<file path="config.mk">
export PLATFORM = sky130hd
export DESIGN_NAME = alu_seq_pipe_flat
export DESIGN_NICKNAME = d
export VERILOG_FILES = /design/src/rtl/alu_seq_pipe_if.sv /design/src/rtl/alu_seq_pipe.sv /design/src/flat_wrapper.sv
export SDC_FILE = /design/constraint.sdc
export NUM_CORES = 1
export LEC_CHECK = 0
export BUFFER_PORTS_ARGS = -buffer_cell sky130_fd_sc_hd__buf_2
export CORE_ASPECT_RATIO = 2
export CORE_MARGIN = 5
export CORE_UTILIZATION = 25
export CTS_CLUSTER_SIZE = 40
export DETAILED_ROUTE_END_ITERATION = 8
export MAX_ROUTING_LAYER = met4
export SLEW_MARGIN = 20
export SYNTH_ARGS = -nofsm -noshare
export SYNTH_HDL_FRONTEND = slang
export SYNTH_SLANG_ARGS = --single-unit
</file>
<file path="constraint.sdc">
create_clock -name clk -period 5.6 [get_ports clk]
set_clock_uncertainty 0.15 [all_clocks]
set_input_delay 0.28 -clock clk [delete_from_list [all_inputs] [get_ports clk]]
set_output_delay 0.28 -clock clk [all_outputs]
set_load 0.03 [all_outputs]
</file>
<file path="src/rtl/alu_seq_pipe_if.sv">
`default_nettype none
// ============================================================================
// Module   : alu_seq_pipe_if
// Brief    : Issue and result handshake bundle between decode, ALU and writeback.
// Revision : 1.0
// ============================================================================
interface alu_seq_pipe_if #(
  parameter int WIDTH = 32
);
  logic             in_valid;
  logic             in_ready;
  logic [WIDTH-1:0] in1;
  logic [WIDTH-1:0] in2;
  logic             sbit;
  logic [3:0]       cond;
  logic [3:0]       opcode;
  logic [2:0]       srcontrol;
  logic [15:0]      imvalue;
  logic             out_valid;
  logic             out_ready;
  logic [WIDTH-1:0] result;
  logic [3:0]       flags;
  logic             out_skip;
  logic             out_err;
  logic             busy;

  modport master (
    output in_valid, in1, in2, sbit, cond, opcode, srcontrol, imvalue, out_ready,
    input  in_ready, out_valid, result, flags, out_skip, out_err, busy
  );

  modport slave (
    input  in_valid, in1, in2, sbit, cond, opcode, srcontrol, imvalue, out_ready,
    output in_ready, out_valid, result, flags, out_skip, out_err, busy
  );
endinterface
`default_nettype wire

</file>
<file path="src/rtl/alu_seq_pipe.sv">
`default_nettype none
// ============================================================================
// Module   : alu_seq_pipe
// Brief    : Handshaked ALU with NZCV flag register, condition codes and an
//            iterative shift-add multiplier behind a registered output stage.
// Revision : 1.0
// ============================================================================
module alu_seq_pipe #(
  parameter int         WIDTH      = 32,
  parameter int         MUL_BPC    = 1,
  parameter logic [3:0] FLAG_RESET = 4'b0000
) (
  input  logic          clk,
  input  logic          reset,
  alu_seq_pipe_if.slave bus
);
  localparam int c_SH        = $clog2(WIDTH);
  localparam int c_MUL_ITERS = WIDTH / MUL_BPC;
  localparam int c_CW        = $clog2(c_MUL_ITERS + 1);
  localparam logic [c_CW-1:0] c_LAST = c_CW'(c_MUL_ITERS - 1);

  localparam logic [0:0] c_S_IDLE = 1'b0;
  localparam logic [0:0] c_S_MUL  = 1'b1;

  localparam logic [3:0] c_OP_ADD  = 4'b0000;
  localparam logic [3:0] c_OP_SUB  = 4'b0001;
  localparam logic [3:0] c_OP_MUL  = 4'b0010;
  localparam logic [3:0] c_OP_OR   = 4'b0011;
  localparam logic [3:0] c_OP_AND  = 4'b0100;
  localparam logic [3:0] c_OP_XOR  = 4'b0101;
  localparam logic [3:0] c_OP_MOVN = 4'b0110;
  localparam logic [3:0] c_OP_MOVR = 4'b0111;
  localparam logic [3:0] c_OP_CMP  = 4'b1000;
  localparam logic [3:0] c_OP_NOP  = 4'b1111;

  logic [0:0]       r_state;
  logic [0:0]       w_state_nxt;
  logic             r_out_valid;
  logic [WIDTH-1:0] r_result;
  logic [3:0]       r_flags;
  logic             r_out_skip;
  logic             r_out_err;
  logic [WIDTH-1:0] r_mcand;
  logic [WIDTH-1:0] r_mplier;
  logic [WIDTH-1:0] r_acc;
  logic [c_CW-1:0]  r_cnt;
  logic             r_mul_sbit;

  logic               w_in_ready;
  logic               w_busy;
  logic               w_accept;
  logic               w_cond_ok;
  logic               w_mul_start;
  logic               w_mul_done;
  logic [c_SH-1:0]    w_shamt;
  logic [2*WIDTH-1:0] w_rot2;
  logic [WIDTH-1:0]   w_op2;
  logic [WIDTH:0]     w_add;
  logic [WIDTH:0]     w_sub;
  logic [WIDTH-1:0]   w_res;
  logic [WIDTH-1:0]   w_fval;
  logic               w_c;
  logic               w_v;
  logic               w_setf;
  logic               w_legal;
  logic [3:0]         w_nzcv;
  logic [WIDTH-1:0]   w_part;
  logic [WIDTH-1:0]   w_acc_nxt;

  // ---------------------------------------------------------------- FSM
  always_ff @(posedge clk) begin
    if (reset) begin
      r_state <= c_S_IDLE;
    end else begin
      r_state <= w_state_nxt;
    end
  end

  always_comb begin
    w_state_nxt = r_state;
    case (r_state)
      c_S_IDLE: if (w_mul_start) w_state_nxt = c_S_MUL;
      c_S_MUL:  if (r_cnt == c_LAST) w_state_nxt = c_S_IDLE;
      default:  w_state_nxt = c_S_IDLE;
    endcase
  end

  always_comb begin
    w_in_ready = 1'b0;
    w_busy     = 1'b0;
    case (r_state)
      c_S_IDLE: w_in_ready = !r_out_valid || bus.out_ready;
      c_S_MUL:  w_busy     = 1'b1;
      default:  w_in_ready = 1'b0;
    endcase
  end

  assign w_accept    = bus.in_valid && w_in_ready;
  assign w_mul_start = w_accept && w_cond_ok && (bus.opcode == c_OP_MUL);
  assign w_mul_done  = (r_state == c_S_MUL) && (r_cnt == c_LAST);

  // ---------------------------------------------------------- condition
  always_comb begin
    case (bus.cond)
      4'b0001: w_cond_ok = r_flags[2];
      4'b0010: w_cond_ok = !r_flags[2] && (r_flags[3] == r_flags[0]);
      4'b0011: w_cond_ok = !r_flags[2] && (r_flags[3] != r_flags[0]);
      4'b0100: w_cond_ok = (r_flags[3] == r_flags[0]);
      4'b0101: w_cond_ok = (r_flags[3] != r_flags[0]);
      4'b0110: w_cond_ok = !r_flags[2] && r_flags[1];
      4'b0111: w_cond_ok = !r_flags[1];
      4'b1000: w_cond_ok = r_flags[1];
      default: w_cond_ok = 1'b1;
    endcase
  end

  // ------------------------------------------------------------ shifter
  assign w_shamt = bus.imvalue[c_SH+2:3];
  assign w_rot2  = {bus.in2, bus.in2} >> w_shamt;

  always_comb begin
    case (bus.srcontrol)
      3'b001:  w_op2 = bus.in2 >> w_shamt;
      3'b010:  w_op2 = bus.in2 << w_shamt;
      3'b011:  w_op2 = w_rot2[WIDTH-1:0];
      3'b100:  w_op2 = $signed(bus.in2) >>> w_shamt;
      default: w_op2 = bus.in2;
    endcase
  end

  // ---------------------------------------------------------------- ALU
  assign w_add = {1'b0, bus.in1} + {1'b0, w_op2};
  assign w_sub = {1'b0, bus.in1} + {1'b0, ~w_op2} + {{WIDTH{1'b0}}, 1'b1};

  always_comb begin
    w_res   = '0;
    w_fval  = '0;
    w_c     = r_flags[1];
    w_v     = r_flags[0];
    w_setf  = bus.sbit;
    w_legal = 1'b1;
    case (bus.opcode)
      c_OP_ADD: begin
        w_res = w_add[WIDTH-1:0];
        w_c   = w_add[WIDTH];
        w_v   = (bus.in1[WIDTH-1] == w_op2[WIDTH-1]) && (w_add[WIDTH-1] != bus.in1[WIDTH-1]);
      end
      c_OP_SUB: begin
        w_res = w_sub[WIDTH-1:0];
        w_c   = w_sub[WIDTH];
        w_v   = (bus.in1[WIDTH-1] != w_op2[WIDTH-1]) && (w_sub[WIDTH-1] != bus.in1[WIDTH-1]);
      end
      c_OP_MUL:  w_res = '0;
      c_OP_OR:   w_res = bus.in1 | w_op2;
      c_OP_AND:  w_res = bus.in1 & w_op2;
      c_OP_XOR:  w_res = bus.in1 ^ w_op2;
      c_OP_MOVN: w_res = WIDTH'(bus.imvalue);
      c_OP_MOVR: w_res = bus.in1;
      c_OP_CMP: begin
        w_fval = w_sub[WIDTH-1:0];
        w_c    = w_sub[WIDTH];
        w_v    = (bus.in1[WIDTH-1] != w_op2[WIDTH-1]) && (w_sub[WIDTH-1] != bus.in1[WIDTH-1]);
        w_setf = 1'b1;
      end
      c_OP_NOP: w_setf = 1'b0;
      default: begin
        w_setf  = 1'b0;
        w_legal = 1'b0;
      end
    endcase
    // CMP discards its difference, so flags derive from w_fval rather than w_res
    if (bus.opcode != c_OP_CMP) w_fval = w_res;
  end

  assign w_nzcv = {w_fval[WIDTH-1], (w_fval == '0), w_c, w_v};

  // --------------------------------------------------------- multiplier
  always_comb begin
    w_part = '0;
    for (int j = 0; j < MUL_BPC; j++) begin
      if (r_mplier[j]) w_part = w_part + (r_mcand << j);
    end
  end

  assign w_acc_nxt = r_acc + w_part;

  // ------------------------------------------------ result/flag registers
  always_ff @(posedge clk) begin
    if (reset) begin
      r_out_valid <= 1'b0;
      r_result    <= '0;
      r_out_skip  <= 1'b0;
      r_out_err   <= 1'b0;
      r_flags     <= FLAG_RESET;
      r_mcand     <= '0;
      r_mplier    <= '0;
      r_acc       <= '0;
      r_cnt       <= '0;
      r_mul_sbit  <= 1'b0;
    end else begin
      if (w_accept) begin
        if (!w_cond_ok) begin
          r_out_valid <= 1'b1;
          r_result    <= '0;
          r_out_skip  <= 1'b1;
          r_out_err   <= 1'b0;
        end else if (bus.opcode == c_OP_MUL) begin
          r_out_valid <= 1'b0;
          r_out_skip  <= 1'b0;
          r_out_err   <= 1'b0;
          r_mcand     <= bus.in1;
          r_mplier    <= w_op2;
          r_acc       <= '0;
          r_cnt       <= '0;
          r_mul_sbit  <= bus.sbit;
        end else begin
          r_out_valid <= 1'b1;
          r_result    <= w_res;
          r_out_skip  <= 1'b0;
          r_out_err   <= !w_legal;
          if (w_setf) r_flags <= w_nzcv;
        end
      end else if (w_mul_done) begin
        r_out_valid <= 1'b1;
        r_result    <= w_acc_nxt;
        r_out_skip  <= 1'b0;
        r_out_err   <= 1'b0;
        if (r_mul_sbit) r_flags <= {w_acc_nxt[WIDTH-1], (w_acc_nxt == '0), r_flags[1:0]};
      end else if (r_out_valid && bus.out_ready) begin
        r_out_valid <= 1'b0;
      end

      if (r_state == c_S_MUL) begin
        r_acc    <= w_acc_nxt;
        r_mcand  <= r_mcand << MUL_BPC;
        r_mplier <= r_mplier >> MUL_BPC;
        r_cnt    <= r_cnt + 1'b1;
      end
    end
  end

  assign bus.in_ready  = w_in_ready;
  assign bus.busy      = w_busy;
  assign bus.out_valid = r_out_valid;
  assign bus.result    = r_result;
  assign bus.flags     = r_flags;
  assign bus.out_skip  = r_out_skip;
  assign bus.out_err   = r_out_err;
endmodule
`default_nettype wire
</file>
<file path="src/flat_wrapper.sv">
// flat-port wrapper written by rule: the top's interface ports become plain ports
module alu_seq_pipe_flat 
#(
  parameter int         WIDTH      = 32,
  parameter int         MUL_BPC    = 1,
  parameter logic [3:0] FLAG_RESET = 4'b0000
)
  (clk, reset, bus_in_valid, bus_in1, bus_in2, bus_sbit, bus_cond, bus_opcode, bus_srcontrol, bus_imvalue, bus_out_ready, bus_in_ready, bus_out_valid, bus_result, bus_flags, bus_out_skip, bus_out_err, bus_busy);
  alu_seq_pipe_if #(.WIDTH(WIDTH)) bus_i ();
  input  logic clk;
  input  logic reset;
  input wire logic [$bits(bus_i.in_valid)-1:0] bus_in_valid;
  input wire logic [$bits(bus_i.in1)-1:0] bus_in1;
  input wire logic [$bits(bus_i.in2)-1:0] bus_in2;
  input wire logic [$bits(bus_i.sbit)-1:0] bus_sbit;
  input wire logic [$bits(bus_i.cond)-1:0] bus_cond;
  input wire logic [$bits(bus_i.opcode)-1:0] bus_opcode;
  input wire logic [$bits(bus_i.srcontrol)-1:0] bus_srcontrol;
  input wire logic [$bits(bus_i.imvalue)-1:0] bus_imvalue;
  input wire logic [$bits(bus_i.out_ready)-1:0] bus_out_ready;
  output wire logic [$bits(bus_i.in_ready)-1:0] bus_in_ready;
  output wire logic [$bits(bus_i.out_valid)-1:0] bus_out_valid;
  output wire logic [$bits(bus_i.result)-1:0] bus_result;
  output wire logic [$bits(bus_i.flags)-1:0] bus_flags;
  output wire logic [$bits(bus_i.out_skip)-1:0] bus_out_skip;
  output wire logic [$bits(bus_i.out_err)-1:0] bus_out_err;
  output wire logic [$bits(bus_i.busy)-1:0] bus_busy;
  assign bus_i.in_valid = bus_in_valid;
  assign bus_i.in1 = bus_in1;
  assign bus_i.in2 = bus_in2;
  assign bus_i.sbit = bus_sbit;
  assign bus_i.cond = bus_cond;
  assign bus_i.opcode = bus_opcode;
  assign bus_i.srcontrol = bus_srcontrol;
  assign bus_i.imvalue = bus_imvalue;
  assign bus_i.out_ready = bus_out_ready;
  assign bus_in_ready = bus_i.in_ready;
  assign bus_out_valid = bus_i.out_valid;
  assign bus_result = bus_i.result;
  assign bus_flags = bus_i.flags;
  assign bus_out_skip = bus_i.out_skip;
  assign bus_out_err = bus_i.out_err;
  assign bus_busy = bus_i.busy;
  alu_seq_pipe #(.WIDTH(WIDTH), .MUL_BPC(MUL_BPC), .FLAG_RESET(FLAG_RESET)) u_core (.clk(clk), .reset(reset), .bus(bus_i));
endmodule
</file>
# Yosys cells after proc, flatten, opt, wreduce, memory -nomap -nowiden
# Index checks and enable logic that the tools add are counted.
[totals]
regBits = 143
inputBits = 96
output_inout_bits = 41
wordCells = 148
[op_classes]
addsub = 5
eq_ne = 33
shift = 4
mux = 52
bitwise_logic = 6
reduce_logical = 34
[ops]
columns = ["cell", "n"]
rows = [
  ["2-to-1 mux 32 bit", 15],
  ["case mux 32 bit (7 select lines)", 1],
  ["case mux 32 bit (4 select lines)", 1],
  ["2-to-1 mux 31 bit", 4],
  ["adder 32 x 32 -> 33 bit", 2],
  ["zero test 32 bit", 2],
  [">> shifter 64 x 5 -> 32 bit", 1],
  ["adder 33 x 1 -> 33 bit (second input constant)", 1],
  ["adder 32 bit", 1],
  ["bitwise AND 32 bit", 1],
  ["== test 4 x 3 -> 1 bit (second input constant)", 8],
  ["NOT 32 bit", 1],
  ["OR 32 bit", 1],
  ["<< shifter 32 x 5 -> 32 bit", 1],
  [">> shifter 32 x 5 -> 32 bit", 1],
  [">>> shifter 32 x 5 -> 32 bit", 1],
  ["XOR 32 bit", 1],
  ["2-to-1 mux 4 bit", 6],
  ["2-to-1 mux 6 bit", 4],
  ["== test 4 x 2 -> 1 bit (second input constant)", 4],
  ["2-to-1 mux 1 bit", 16],
  ["== test 4 bit (second input constant)", 3],
  ["nonzero test 2 bit", 6],
  ["logical AND 1 bit", 10],
  ["24 further kinds", 42],
]

# Longest topological paths before layout
# Gate-level depths: netlist of run 1.
[logic_depth]
depth_word = 12
mapped_depth = 26
mapped_depth_nobuf = 22

# Worst setup path after synthesis of run 1
# Ideal clock, no wire load.
[synth_path]
kind = "input-to-reg"
startpoint = "in bus_imvalue[3]"
endpoint = "reg u_core.r_flags[2] (netlist: u_core.bus.flags[2])"
setup_ns = 0.073
arrival_ns = 5.052
required_ns = 5.377
slack_ns = 0.325
stages = 23
n_path_buf = 4
path_cell_list = "buf_2 > buf_4 > buf_2 > buf_2 > mux2i_1 > nor2_1 > a31o_2 > a211o_1 > o2bb2ai_1 > a41oi_1 > inv_1 > ha_1 > nand4bb_1 > o2111ai_1 > a311oi_1 > nor2_1 > a22oi_1 > o211ai_1 > xor2_1 > a21oi_1 > a2111oi_2 > o2111ai_1 > o211ai_2"
[synth_via]
elab_chain_len = 12
elab_cells_between_ends = 20
cone_classes = "add/sub: 3; shift: 4; mux: 8; bitwise: 4; reduce/logical: 1"
[synth_lines]
columns = ["element", "line_no", "source"]
rows = [
  ["start, declared", "flat_wrapper.sv:19", "input wire logic [$bits(bus_i.imvalue)-1:0] bus_imvalue;"],
  [">>> shifter 32 x 5 -> 32 bit (tied with other cells)", "alu_seq_pipe.sv:126", "3'b100: w_op2 = $signed(bus.in2) >>> w_shamt;"],
  ["case mux 32 bit (4 select lines)", "alu_seq_pipe.sv:122", "case (bus.srcontrol)"],
  ["NOT 32 bit", "alu_seq_pipe.sv:133", "assign w_sub = {1'b0, bus.in1} + {1'b0, ~w_op2} + {{WIDTH{1'b0}}, 1'b1};"],
  ["adder 32 x 32 -> 33 bit", "alu_seq_pipe.sv:133", ""],
  ["adder 33 x 1 -> 33 bit", "alu_seq_pipe.sv:133", ""],
  ["case mux 32 bit (7 select lines) / 2-to-1 mux 32 bit (equally long branches)", "alu_seq_pipe.sv:142", "case (bus.opcode)"],
  ["2-to-1 mux 32 bit *", "alu_seq_pipe.sv:172", "if (bus.opcode != c_OP_CMP) w_fval = w_res;"],
  ["zero test 32 bit *", "alu_seq_pipe.sv:175", "assign w_nzcv = {w_fval[WIDTH-1], (w_fval == '0), w_c, w_v};"],
  ["2-to-1 mux 4 bit *", "alu_seq_pipe.sv:221", "if (w_setf) r_flags <= w_nzcv;"],
  ["2-to-1 mux 4 bit *", "alu_seq_pipe.sv:207", "end else if (bus.opcode == c_OP_MUL) begin"],
  ["2-to-1 mux 4 bit *", "alu_seq_pipe.sv:202", "if (!w_cond_ok) begin"],
  ["2-to-1 mux 4 bit *", "alu_seq_pipe.sv:201", "if (w_accept) begin"],
  ["end signal, assigned", "alu_seq_pipe.sv:221", ""],
  ["end signal, assigned", "alu_seq_pipe.sv:228", "if (r_mul_sbit) r_flags <= {w_acc_nxt[WIDTH-1], (w_acc_nxt == '0), r_flags[1:0]};"],
  ["end, declared", "alu_seq_pipe.sv:40", "logic [3:0] r_flags;"],
]
# Mark *: on every way between the ends. The rest lies on a longest branch, timed or not. The select of a mux whose other input is x is not followed.
# A chain may end at the register's enable or synchronous reset.

# Final worst setup path of run 1
[layout_path]
startpoint = "in bus_imvalue[4]"
endpoint = "reg u_core.r_flags[2] (netlist: u_core.bus.flags[2])"
# Same word-level chain as after synthesis.

==> results of run 1 <==
placed cells by master (no fill, tap or decap), types with 77 or more instances in the layout:
cell type and count:
buf_4 593, nor2_1 273, dfxtp_1 142, o21ai_0 120, nand2_1 235, ha_1 128
a21oi_1 267, buf_2 133, inv_1 97, nor3_1 77
flip-flops by register name, indices dropped and copies added, names as in the netlist:
signal and flops:
u_core.bus.result 32, u_core.r_acc 32, u_core.r_mcand 32, u_core.r_mplier 32, u_core.r_cnt 6, u_core.bus.flags 4
u_core.bus.out_err 1, u_core.bus.out_skip 1, u_core.bus.out_valid 1, u_core.r_mul_sbit 1, u_core.r_state 1
worst min-delay path: cells and delay by family:
family                 cells  cell delay [ns]
AOI/OAI and AO/OA          2             0.20
buffers and inverters      1             0.16
layout make-up:
class                   count  area, sq um  share of cell area (%)
diodes                      8         20.0                  0.0804
flip-flops and latches    143         2870                    11.5
repair buffers            754         5560                    22.3
inverters                 100          375                    1.51
well taps                 916         1150                    4.60
multi-input cells        2049        14200                    57.1
clock buffers              33          717                    2.88
Yosys cell counts (all sizes together) (15+ instances only):
cell	number	share of area (%)
nor2	278	5.8
nand2	236	4.9
and2	49	1.7
inv	99	2.1
clkbuf	145	3.1
a31oi	24	0.83
nor3	80	2.3
nand2b	22	0.76
nand3	40	1.1
o211ai	30	1.3
dfxtp	143	16
nor2b	21	0.73
a2111oi	15	0.97
o22ai	26	0.90
and3	37	1.3
o21a	15	0.62
a22o	17	0.83
o31ai	15	0.73
mux4	46	5.7
o21bai	15	0.69
o21ai	138	3.9
a211oi	28	1.2
a22oi	75	3.1
xor2	28	1.4
nand4	20	0.69
ha	128	8.9
a21oi	275	7.7
a21o	38	1.6
buf	42	1.1
mux2i	82	4.5
xnor2	49	2.4
a221oi	36	1.8
timing repair:
action | CTS | global route
cloned | 0 | 1
endpoints found under the setup margin | 1 | 8
endpoints found under the hold margin | 11 | 0
hold buffers | 11 | 0
pin swaps | 0 | 1
resized for setup | 5 | 37
logic make-up after synthesis:
logic type                 Yosys count
xor gates and xnor gates            77
and+or+nand+nor                    844
AOI/OAI and AO/OA                  855
DFF                                143
buffers and inverters              287
adders and majority gates          131
muxes                              142
stage by stage:
stage | cell area [sq um] | std cells | total power, mW | setup WS [ns] | hold slack [ns]
floorplan | 18000 | 2479 | 2.36 | 0.325 | 0.266
global placement | 23900 | 3950 | 3.71 | -0.669 | 0.293
detailed placement | 23900 | 3950 | 3.72 | -0.676 | 0.299
CTS | 24700 | 3994 | 5.14 | 0.0590 | 0.00149
global route | 24900 | 4003 | 5.40 | 0.000151 | 0.0513
finish | 24900 | 4003 | 5.17 | 0.172 | 0.0257
per-layer routing:
metal	vias to the layer above	routed length, um	global-route usage [%]
met5	-	0	-
met4	0	9390	19.2
met3	359	4660	3.00
met2	887	49000	43.1
met1	10375	30800	22.1
li1	10370	-	-
path summary, 6_finish.rpt:
kind	startpoint	endpoint	slack, ns
min reg2reg	u_core.bus.out_err$_SDFFE_PP0P_	u_core.bus.out_err$_SDFFE_PP0P_	0.30
min	bus_in1[11]	u_core.r_mcand[11]$_SDFFE_PP0P_	0.03
max	bus_imvalue[4]	u_core.bus.flags[2]$_SDFFE_PP0P_	0.17
max reg2reg	u_core.r_mplier[0]$_SDFFE_PP0P_	u_core.bus.flags[2]$_SDFFE_PP0P_	0.60
power groups by stage:
| stage | combinational (mW) | clock (mW) | sequential, mW |
|---|---|---|---|
| floorplan | 1.24 | 0 | 1.12 |
| global placement | 2.63 | 0 | 1.08 |
| detailed placement | 2.64 | 0 | 1.08 |
| CTS | 2.65 | 1.42 | 1.06 |
| global route | 2.89 | 1.45 | 1.06 |
| finish | 2.71 | 1.40 | 1.06 |
==> metrics.md, run 1 <==
| Metric | Value |
|---|---|
| Worst Path Buf+Inv | `6` |
| Tmin final | `~5.4 ns` |
| Syn_nets | `between 2000 and 3000` |
| Max-cap violations | `0` |
| Logic pwr share | `52.5%` |
| Clock root buffer | `clkbuf_16` |
| Worst Setup Path Type | `in -> reg` |
| Syn_area_per_cell | `7.28 sq um` |
| Flop and latch count out of synthesis | `between 100 and 150` |
| Vias per cell | `roughly 5.5` |
| Leakage | `between 10 and 15 nW` |
| Total power per unit cell area | `between 200 and 250 nW/um^2` |
| I/O Pins | `about 140` |
| First-pass GRT wire length | `around 140 mm` |
| GRT Util Overall | `between 20% and 30%` |
| Maximum vdd drop | `0.184 mV` |
| Synthesized-area fraction occupied by adder cells | `slightly above 9%` |
| Post-synth EDFFs | `0` |
| CP most frequent cell | `buf_4` |
| Clk Latency, worst-skew pair | `about 0.52 ns` |
| Post-layout util | `a little over a third` |
| Worst EP arrival | `about 5.7 ns` |
| Compound-Gate Fraction of Synth Area | `about a third` |
| Routed vias | `~22000` |
| HPWL after DPL | `~78 mm` |
| CTS HTree Levels | `4` |
| Sink Count | `roughly 140` |
| Vias in the first global route | `roughly 22000` |
| WP data required | `5.88 ns` |
| Slowest-stage cell, CP | `or4_1` |
| Levels on crit path | `25` |
| Post-CTS Repair Setup Buffers | `0` |
| Least-Margin Pin Slew | `slightly above 1 ns` |
| Clock share of power | `between 20% and 30%` |
| Maximum clock rate | `~180 MHz` |
| DR WL/cell | `about 23 um` |
| Max Slew Vio Count | `0` |
| Final setup viols | `0` |
| Post-Synth Simple-Gate Area | `between 20% and 30%` |
| XOR/XNOR Fraction of Synth Area | `under 10%` |
| Mux contribution to synthesized area | `approximately 11%` |
| Die Area | `about 78000 sq um` |
| Worst-path fanout max | `19` |
| Synth Instances | `~2500` |
| Routed wire length | `~94 mm` |
| Starting Density | `25.2%` |
| Initial antenna violation count | `8` |
| GPL Wtd Cong | `1.03` |
| Status | `finished, final reports clean` |
| Cts bufs inserted | `25` |
| Max Root-Sink Buffers | `3` |
| Worst setup EP type | `register` |
| Core ar. | `71700 sq um` |
| Delay-heaviest family, CP | `compound AO/OA/AOI/OAI gates` |
| Int Pwr | `approximately 3.2 mW` |
| Setup TNS | `0 ns` |
| Synth unique cells | `roughly 100` |
| Startpoint types | `input port` |
| Row count | `139` |
| Layout area overhead | `38.0%` |
| Hold Path Cell Cnt | `3` |
| Largest net degree at the start of global routing | `a little over 80` |
| Main synth FF type | `dfxtp_1` |
| CTS tree | `done` |
| Worst min path class | `in -> reg` |
| Ratio of cells with drive above 1 in the final layout | `between 20% and 30%` |
| Number of detailed-routing iterations run before antenna repair | `5` |
| Slew HR | `30.6%` |
| Slowest stage delay, CP | `between 0.5 and 0.6 ns` |
| Hold Fails Final Rpt | `0` |
| NetSw | `between 2 and 2.5 mW` |
| ANT nets after route | `0` |
| Worst-path clk slew | `about 0.060 ns` |
| Syn Std Cell Area | `around 18000 sq um` |
| Initial DRC Count | `between 1500 and 2000` |
| Grt total ovfl | `0` |
| Fillers | `7683` |
| Final nets | `3300` |
| Die Y | `between 300 and 400 um` |
| Port bufs | `136` |
| Main combinational cell family by area after synthesis | `compound AO/OA/AOI/OAI gates` |
| YS warnings | `0` |
| Tcrit/Tclk final | `a little over nine tenths` |
| Asr flop ratio synth | `0%` |
| Register area share after synthesis | `roughly 16%` |
| Die W | `about 200 um` |
| Worst-case reg-to-reg path depth | `14` |
| Switching portion of total power | `39.0%` |
| DRC Markers | `0` |
| Flop pwr share | `around 21%` |
| RSZ-0062 raised after global routing | `no` |
(Power assumes the default switching activity.)
==> inputs of run 2 (changes only) <==
- clock period: 5.6 -> 6 ns (I/O delays scaled with it)
==> run 2 against run 1 <==
Net effect:
- sequential cell count stayed put
- global-route usage fell by 0.64 points
- core utilization shrank 2.2 points
- sequential share of layout area increased by 0.77 points
==> metrics.md, run 2 (synthesis results as in run 1) <==
| Metric | Value |
|---|---|
| Status | `finished, final reports clean` |
| Worst Path Buf+Inv | `4 (-2)` |
| DRC Markers | `0 (unchanged)` |
| Tmin final | `slightly below 6 ns` |
| Hold Fails Final Rpt | `0 (unchanged)` |
| Int Pwr | `2.78 mW (-12%)` |
| Max Slew Vio Count | `0 (unchanged)` |
| Tcrit/Tclk final | `a little over nine tenths` |
| Logic pwr share | `50.8% (-1.7 points)` |
| Max-cap violations | `0 (unchanged)` |
| Initial DRC Count | `1417 (-6.7%)` |
| Total power per unit cell area | `197 nW/um^2 (-5.2%)` |
| Final nets | `3129 (-5.2%)` |
| Worst-path clk slew | `0.06 ns (about the same)` |
| GRT Util Overall | `23.2% (-0.64 points)` |
| Grt total ovfl | `0 (unchanged)` |
| ANT nets after route | `0 (unchanged)` |
| Sink Count | `143 (unchanged)` |
| Initial antenna violation count | `8 (unchanged)` |
| Ratio of cells with drive above 1 in the final layout | `25.1% (-4.7 points)` |
| Most frequent cells in the layout | `buf_4 (438), nor2_1 (275), a21oi_1 (269)` |
| Cts bufs inserted | `25 (unchanged)` |
| Number of detailed-routing iterations run before antenna repair | `6 (+1)` |
| Least-Margin Pin Slew | `1.05 ns (+0.0113 ns)` |
| Max Root-Sink Buffers | `3 (unchanged)` |
| Worst EP arrival | `6.13 ns (+0.42 ns)` |
| Vias in the first global route | `21698 (-3.3%)` |
| HPWL after DPL | `74.7 mm (-3.9%)` |
| Worst min path class | `in -> reg` |
| Overall power | `4.60 mW (-11%)` |
| Levels on crit path | `23 (-8.0%)` |
| WP data required | `6.28 ns (+0.40 ns)` |
| DR WL/cell | `23.8 um (+1.6%)` |
| Flop pwr share | `21.5% (+1.0 points)` |
| Switching portion of total power | `39.4% (+0.41 points)` |
| RSZ-0062 raised after global routing | `no` |
| CP most frequent cell | `buf_4` |
| Worst Setup Path Type | `in -> reg` |
| Core ar. | `71700 sq um (unchanged)` |
| Worst-path fanout max | `24 (+5)` |
| Clock root buffer | `clkbuf_16` |
| Slew HR | `29.9% (-0.76 points)` |
| CTS tree | `done` |
| Layout area overhead | `29.3%` |
| Final setup viols | `0 (unchanged)` |
| Maximum vdd drop | `0.168 mV (-8.9%)` |
| Routed wire length | `91.2 mm (-2.8%)` |
| Port bufs | `136 (unchanged)` |
| Startpoint types | `input port` |
| Die Y | `390 um (unchanged)` |
| Hold Path Cell Cnt | `3 (unchanged)` |
| Row count | `139 (unchanged)` |
| Maximum clock rate | `between 150 and 200 MHz` |
| GPL Wtd Cong | `1.01 (-1.1%)` |
| Clock share of power | `27.6% (+0.5 points)` |
| CTS HTree Levels | `4 (unchanged)` |
| Clk Latency, worst-skew pair | `0.51 ns (about the same)` |
| Slowest-stage cell, CP | `mux4_2` |
| Most common cell after layout, fill and taps aside | `buf_4` |
| Starting Density | `25.2% (unchanged)` |
| Ordered cell list for the critical path | `buf_4 > mux4_2 > mux2i_1 > buf_4 > nor2_1 > a21oi_1 > nor2_1 > nor3_1 > o21ai_0 > buf_4 > fa_1 > nand2b_1 > a21oi_2 > a211oi_4 > buf_4 > xnor2_1 > a221oi_1 > o2111ai_1 > o31ai_1 > nand4_1 > nor4_1 > o2111ai_1 > o211ai_2` |
| Die W | `200 um (unchanged)` |
| Setup TNS | `0 ns (unchanged)` |
| Leakage | `10.1 nW (-8.0%)` |
| Routed vias | `21333 (-3.0%)` |
| Vias per cell | `5.57 (+1.4%)` |
| Worst-case reg-to-reg path depth | `14 (unchanged)` |
| First-pass GRT wire length | `134 mm (-2.3%)` |
| Largest net degree at the start of global routing | `81 (-1.2%)` |
| Delay-heaviest family, CP | `compound AO/OA/AOI/OAI gates` |
| Die Area | `78000 sq um (unchanged)` |
| Slowest stage delay, CP | `0.60 ns (+0.06 ns)` |
| NetSw | `1.81 mW (-10%)` |
| Post-CTS Repair Setup Buffers | `0 (unchanged)` |
| Worst setup EP type | `register` |
| I/O Pins | `137 (unchanged)` |
## run 2: changes by cell type in the layout (fill, tap and decap cells not counted), sizes merged
cell         delta
clkbuf          -6
buf           -165
clkinv          +3
dlygate4sd3     -5
bufinv          +1
## run 2: path summary, 6_finish.rpt
kind,startpoint,to,slack (ns)
min reg2reg,u_core.bus.out_err$_SDFFE_PP0P_,u_core.bus.out_err$_SDFFE_PP0P_,0.31
max reg2reg,u_core.r_mplier[0]$_SDFFE_PP0P_,u_core.bus.flags[2]$_SDFFE_PP0P_,1.06
min,bus_in1[28],u_core.r_mcand[28]$_SDFFE_PP0P_,0.02
max,bus_imvalue[3],u_core.bus.flags[2]$_SDFFE_PP0P_,0.15
## run 2: tightest hold or removal path: stages
cell and delay, ns:
buf_2 0.13, a22oi_1 0.07, a21oi_1 0.13
## run 2: cell type report
type,instances,area [sq um]
antenna,8,20.0
timing repair buffer,583,4130
clock buffer,28,647
tap,916,1150
sequential,143,2870
fill,7803,48300
inverter,100,375
clock inverter,4,45.0
multi-input combinational,2049,14100
## run 2: power groups by stage
stage / clock network (mW) / logic, mW / registers (mW)
after detailed placement: 0 / 2.30 / 1.01
after CTS: 1.30 / 2.31 / 0.990
after global placement: 0 / 2.30 / 1.01
final: 1.27 / 2.34 / 0.990
after global routing: 1.33 / 2.49 / 0.992
after floorplan: 0 / 1.16 / 1.04
## run 2: metrics by stage
| stage | hold WS, ns | util (%) | std cells | area (sq um) | setup WS [ns] |
|---|---|---|---|---|---|
| floorplan | 0.286 | - | 2479 | 18000 | 0.705 |
| global placement | 0.295 | 31.5 | 3785 | 22600 | -0.309 |
| detailed placement | 0.297 | 31.5 | 3785 | 22600 | -0.280 |
| CTS | 0.000807 | 32.5 | 3823 | 23300 | 0.219 |
| global route | 0.0319 | 32.6 | 3831 | 23300 | 0.0121 |
| finish | 0.0163 | 32.6 | 3831 | 23300 | 0.149 |
## run 2: routing by layer
metal,vias to the layer above,routed length [um],GRT usage [%]
li1,10027,-,-
met1,10108,30700,22.0
met2,850,46900,41.4
met3,348,4560,3.25
met4,0,9000,18.1
met5,-,0,-
## run 2: repair_timing
| action | in CTS | in global routing |
|---|---|---|
| resized for setup | 0 | 2 |
| endpoints found under the hold margin | 6 | 0 |
| endpoints found under the setup margin | 0 | 1 |
| hold buffers | 6 | 0 |
==> inputs of run 3 (changes only) <==
- CTS_BUF_LIST: unset -> sky130_fd_sc_hd__clkbuf_8 sky130_fd_sc_hd__clkbuf_16
==> run 3 against run 2 <==
Net effect:
- non-clock buffer count did not move
- global-route usage stayed put
- first-iteration DRC count unchanged
- critical path type unchanged
- cell area unchanged
- largest cell class unchanged
- hold slack is essentially flat
- die area unchanged
- highest routed layer unchanged
- core utilization is the same
==> metrics.md, run 3 (synthesis results as in run 1) <==
| Metric | Value |
|---|---|
| Worst min path class | `in -> reg` |
| Worst Setup Path Type | `in -> reg` |
| Layout area overhead | `29.3% (unchanged)` |
| WP data required | `6.28 ns (about the same)` |
| Initial antenna violation count | `8 (unchanged)` |
| Setup TNS | `0 ns (unchanged)` |
| Die Area | `78000 sq um (unchanged)` |
| CP startpoint | `bus_imvalue[3]` |
| Levels on crit path | `23 (unchanged)` |
| Max Root-Sink Buffers | `3 (unchanged)` |
| Worst-path clk slew | `0.06 ns (about the same)` |
| CP most frequent cell | `buf_4` |
| Clock root buffer | `clkbuf_16` |
| Die Y | `390 um (unchanged)` |
| RSZ-0062 raised after global routing | `no` |
| CTS tree | `done` |
| Worst Path Buf+Inv | `4 (unchanged)` |
| Slowest stage delay, CP | `0.60 ns (about the same)` |
| Clk Latency, worst-skew pair | `0.51 ns (about the same)` |
| Most frequent cells in the layout | `buf_4 (438), nor2_1 (275), a21oi_1 (269)` |
| Routed vias | `21328 (-0.023%)` |
| GRT Util Overall | `23.2% (unchanged)` |
| Initial DRC Count | `1417 (unchanged)` |
| Number of detailed-routing iterations run before antenna repair | `6 (unchanged)` |
| DR WL/cell | `23.8 um (about the same)` |
| Final nets | `3129 (unchanged)` |
| Port bufs | `136 (unchanged)` |
| Delay-heaviest family, CP | `compound AO/OA/AOI/OAI gates` |
| Row count | `139 (unchanged)` |
| Worst setup EP type | `register` |
| Hold Fails Final Rpt | `0 (unchanged)` |
| First-pass GRT wire length | `134 mm (unchanged)` |
| Slew HR | `29.9% (+0.062 points)` |
| Least-Margin Pin Slew | `1.05 ns (-0.000935 ns)` |
| DRC Markers | `0 (unchanged)` |
| Leakage | `10.1 nW (about the same)` |
| DP Cell Count | `3785 (unchanged)` |
| Ratio of cells with drive above 1 in the final layout | `25.1% (unchanged)` |
| ANT nets after route | `0 (unchanged)` |
| Fin cells | `3831 (unchanged)` |
| CP endpoint | `u_core.bus.flags[2]$_SDFFE_PP0P_` |
| Grt total ovfl | `0 (unchanged)` |
| Slowest-stage cell, CP | `mux4_2` |
| Worst-path fanout max | `24 (unchanged)` |
| Post-layout util | `32.6% (unchanged)` |
| Largest net degree at the start of global routing | `81 (unchanged)` |
| I/O Pins | `137 (unchanged)` |
| Starting Density | `25.2% (unchanged)` |
| Core ar. | `71700 sq um (unchanged)` |
| HPWL after DPL | `74.7 mm (unchanged)` |
| Routed wire length | `91.2 mm (about the same)` |
| Worst r2r src | `u_core.r_mplier[0]$_SDFFE_PP0P_` |
| Area of the multi-input gates | `14100 sq um (unchanged)` |
| Fillers | `7803 (unchanged)` |
| Maximum clock rate | `171 MHz (about the same)` |
| Worst EP arrival | `6.13 ns (about the same)` |
| Die W | `200 um (unchanged)` |
| WHS | `0.0158 ns (-0.000485 ns)` |
| Startpoint types | `input port` |
| Final setup viols | `0 (unchanged)` |
| Overall power | `4.59 mW (about the same)` |
| Sequential Area | `2870 sq um (unchanged)` |
| R2r setup slk | `1.06 ns (about the same)` |
| Vias per cell | `5.57 (about the same)` |
| Sink Count | `143 (unchanged)` |
| Ordered cell list for the critical path | `buf_4 > mux4_2 > mux2i_1 > buf_4 > nor2_1 > a21oi_1 > nor2_1 > nor3_1 > o21ai_0 > buf_4 > fa_1 > nand2b_1 > a21oi_2 > a211oi_4 > buf_4 > xnor2_1 > a221oi_1 > o2111ai_1 > o31ai_1 > nand4_1 > nor4_1 > o2111ai_1 > o211ai_2` |
| Tcrit/Tclk final | `97.5% (about the same)` |
| Max-cap violations | `0 (unchanged)` |
| Cts bufs inserted | `25 (unchanged)` |
| Tmin final | `5.85 ns (-0.000487 ns)` |
| GPL Wtd Cong | `1.01 (unchanged)` |
| Worst-case reg-to-reg path depth | `14 (unchanged)` |
| RR Endpoint | `u_core.bus.flags[2]$_SDFFE_PP0P_` |
| Maximum vdd drop | `0.168 mV (+0.18%)` |
| Vias in the first global route | `21698 (unchanged)` |
| CTS HTree Levels | `4 (unchanged)` |
| Max Slew Vio Count | `0 (unchanged)` |
| Total power per unit cell area | `197 nW/um^2 (about the same)` |
| Most common cell after layout, fill and taps aside | `buf_4` |
| Status | `finished, final reports clean` |
## run 3: worst min-delay path, delay by kind of cell
family	cells	cell delay [ns]
buffers and inverters	1	0.13
AO/OA/AOI/OAI	2	0.20
## run 3: final cells by class
type                       instances  share of cell area [%]
inverter                         100                    1.61
clock inverter                     6                   0.225
clock buffer                      26                    2.74
antenna                            8                  0.0858
multi-input combinational       2049                    60.4
sequential                       143                    12.3
tap                              916                    4.91
timing repair buffer             583                    17.7
## run 3: worst min path at each step
stage | from | end | depth (start not counted)
after floorplan | bus_sbit | u_core.r_mul_sbit$_SDFFE_PP0P_ | 2
final | bus_in1[28] | u_core.r_mcand[28]$_SDFFE_PP0P_ | 3
after global placement | u_core.r_mcand[31]$_SDFFE_PP0P_ | u_core.r_mcand[31]$_SDFFE_PP0P_ | 2
after detailed placement | u_core.r_mcand[31]$_SDFFE_PP0P_ | u_core.r_mcand[31]$_SDFFE_PP0P_ | 2
after CTS | bus_in1[0] | u_core.r_mcand[0]$_SDFFE_PP0P_ | 3
after global routing | bus_in1[25] | u_core.r_mcand[25]$_SDFFE_PP0P_ | 3
## run 3: power by group
group	internal [mW]	total, mW	switching, mW
clock network	0.793	1.27	0.473
logic	1.01	2.34	1.32
registers	0.972	0.990	0.0173
## run 3: routing by layer
layer  up-vias  share of wire (%)  GRT usage, %
met5         -                  0             -
met4         0                9.8          18.1
met3       348                5.0          3.25
met2       855                 51          41.4
met1     10099                 34          22.0
li1      10026                  -             -
## run 3: per-stage QoR
step | setup slack (ns) | instance area [sq um]
after floorplan | 0.705 | 18000
after global placement | -0.309 | 22600
after detailed placement | -0.280 | 22600
after CTS | 0.219 | 23300
after global routing | 0.0121 | 23300
final | 0.149 | 23300
## run 3: timing repair
action | CTS | global route
hold buffers | 6 | 0
setup buffers | 0 | 0
setup endpoints to repair | 0 | 1
hold endpoints to repair | 6 | 0
resized for setup | 0 | 2
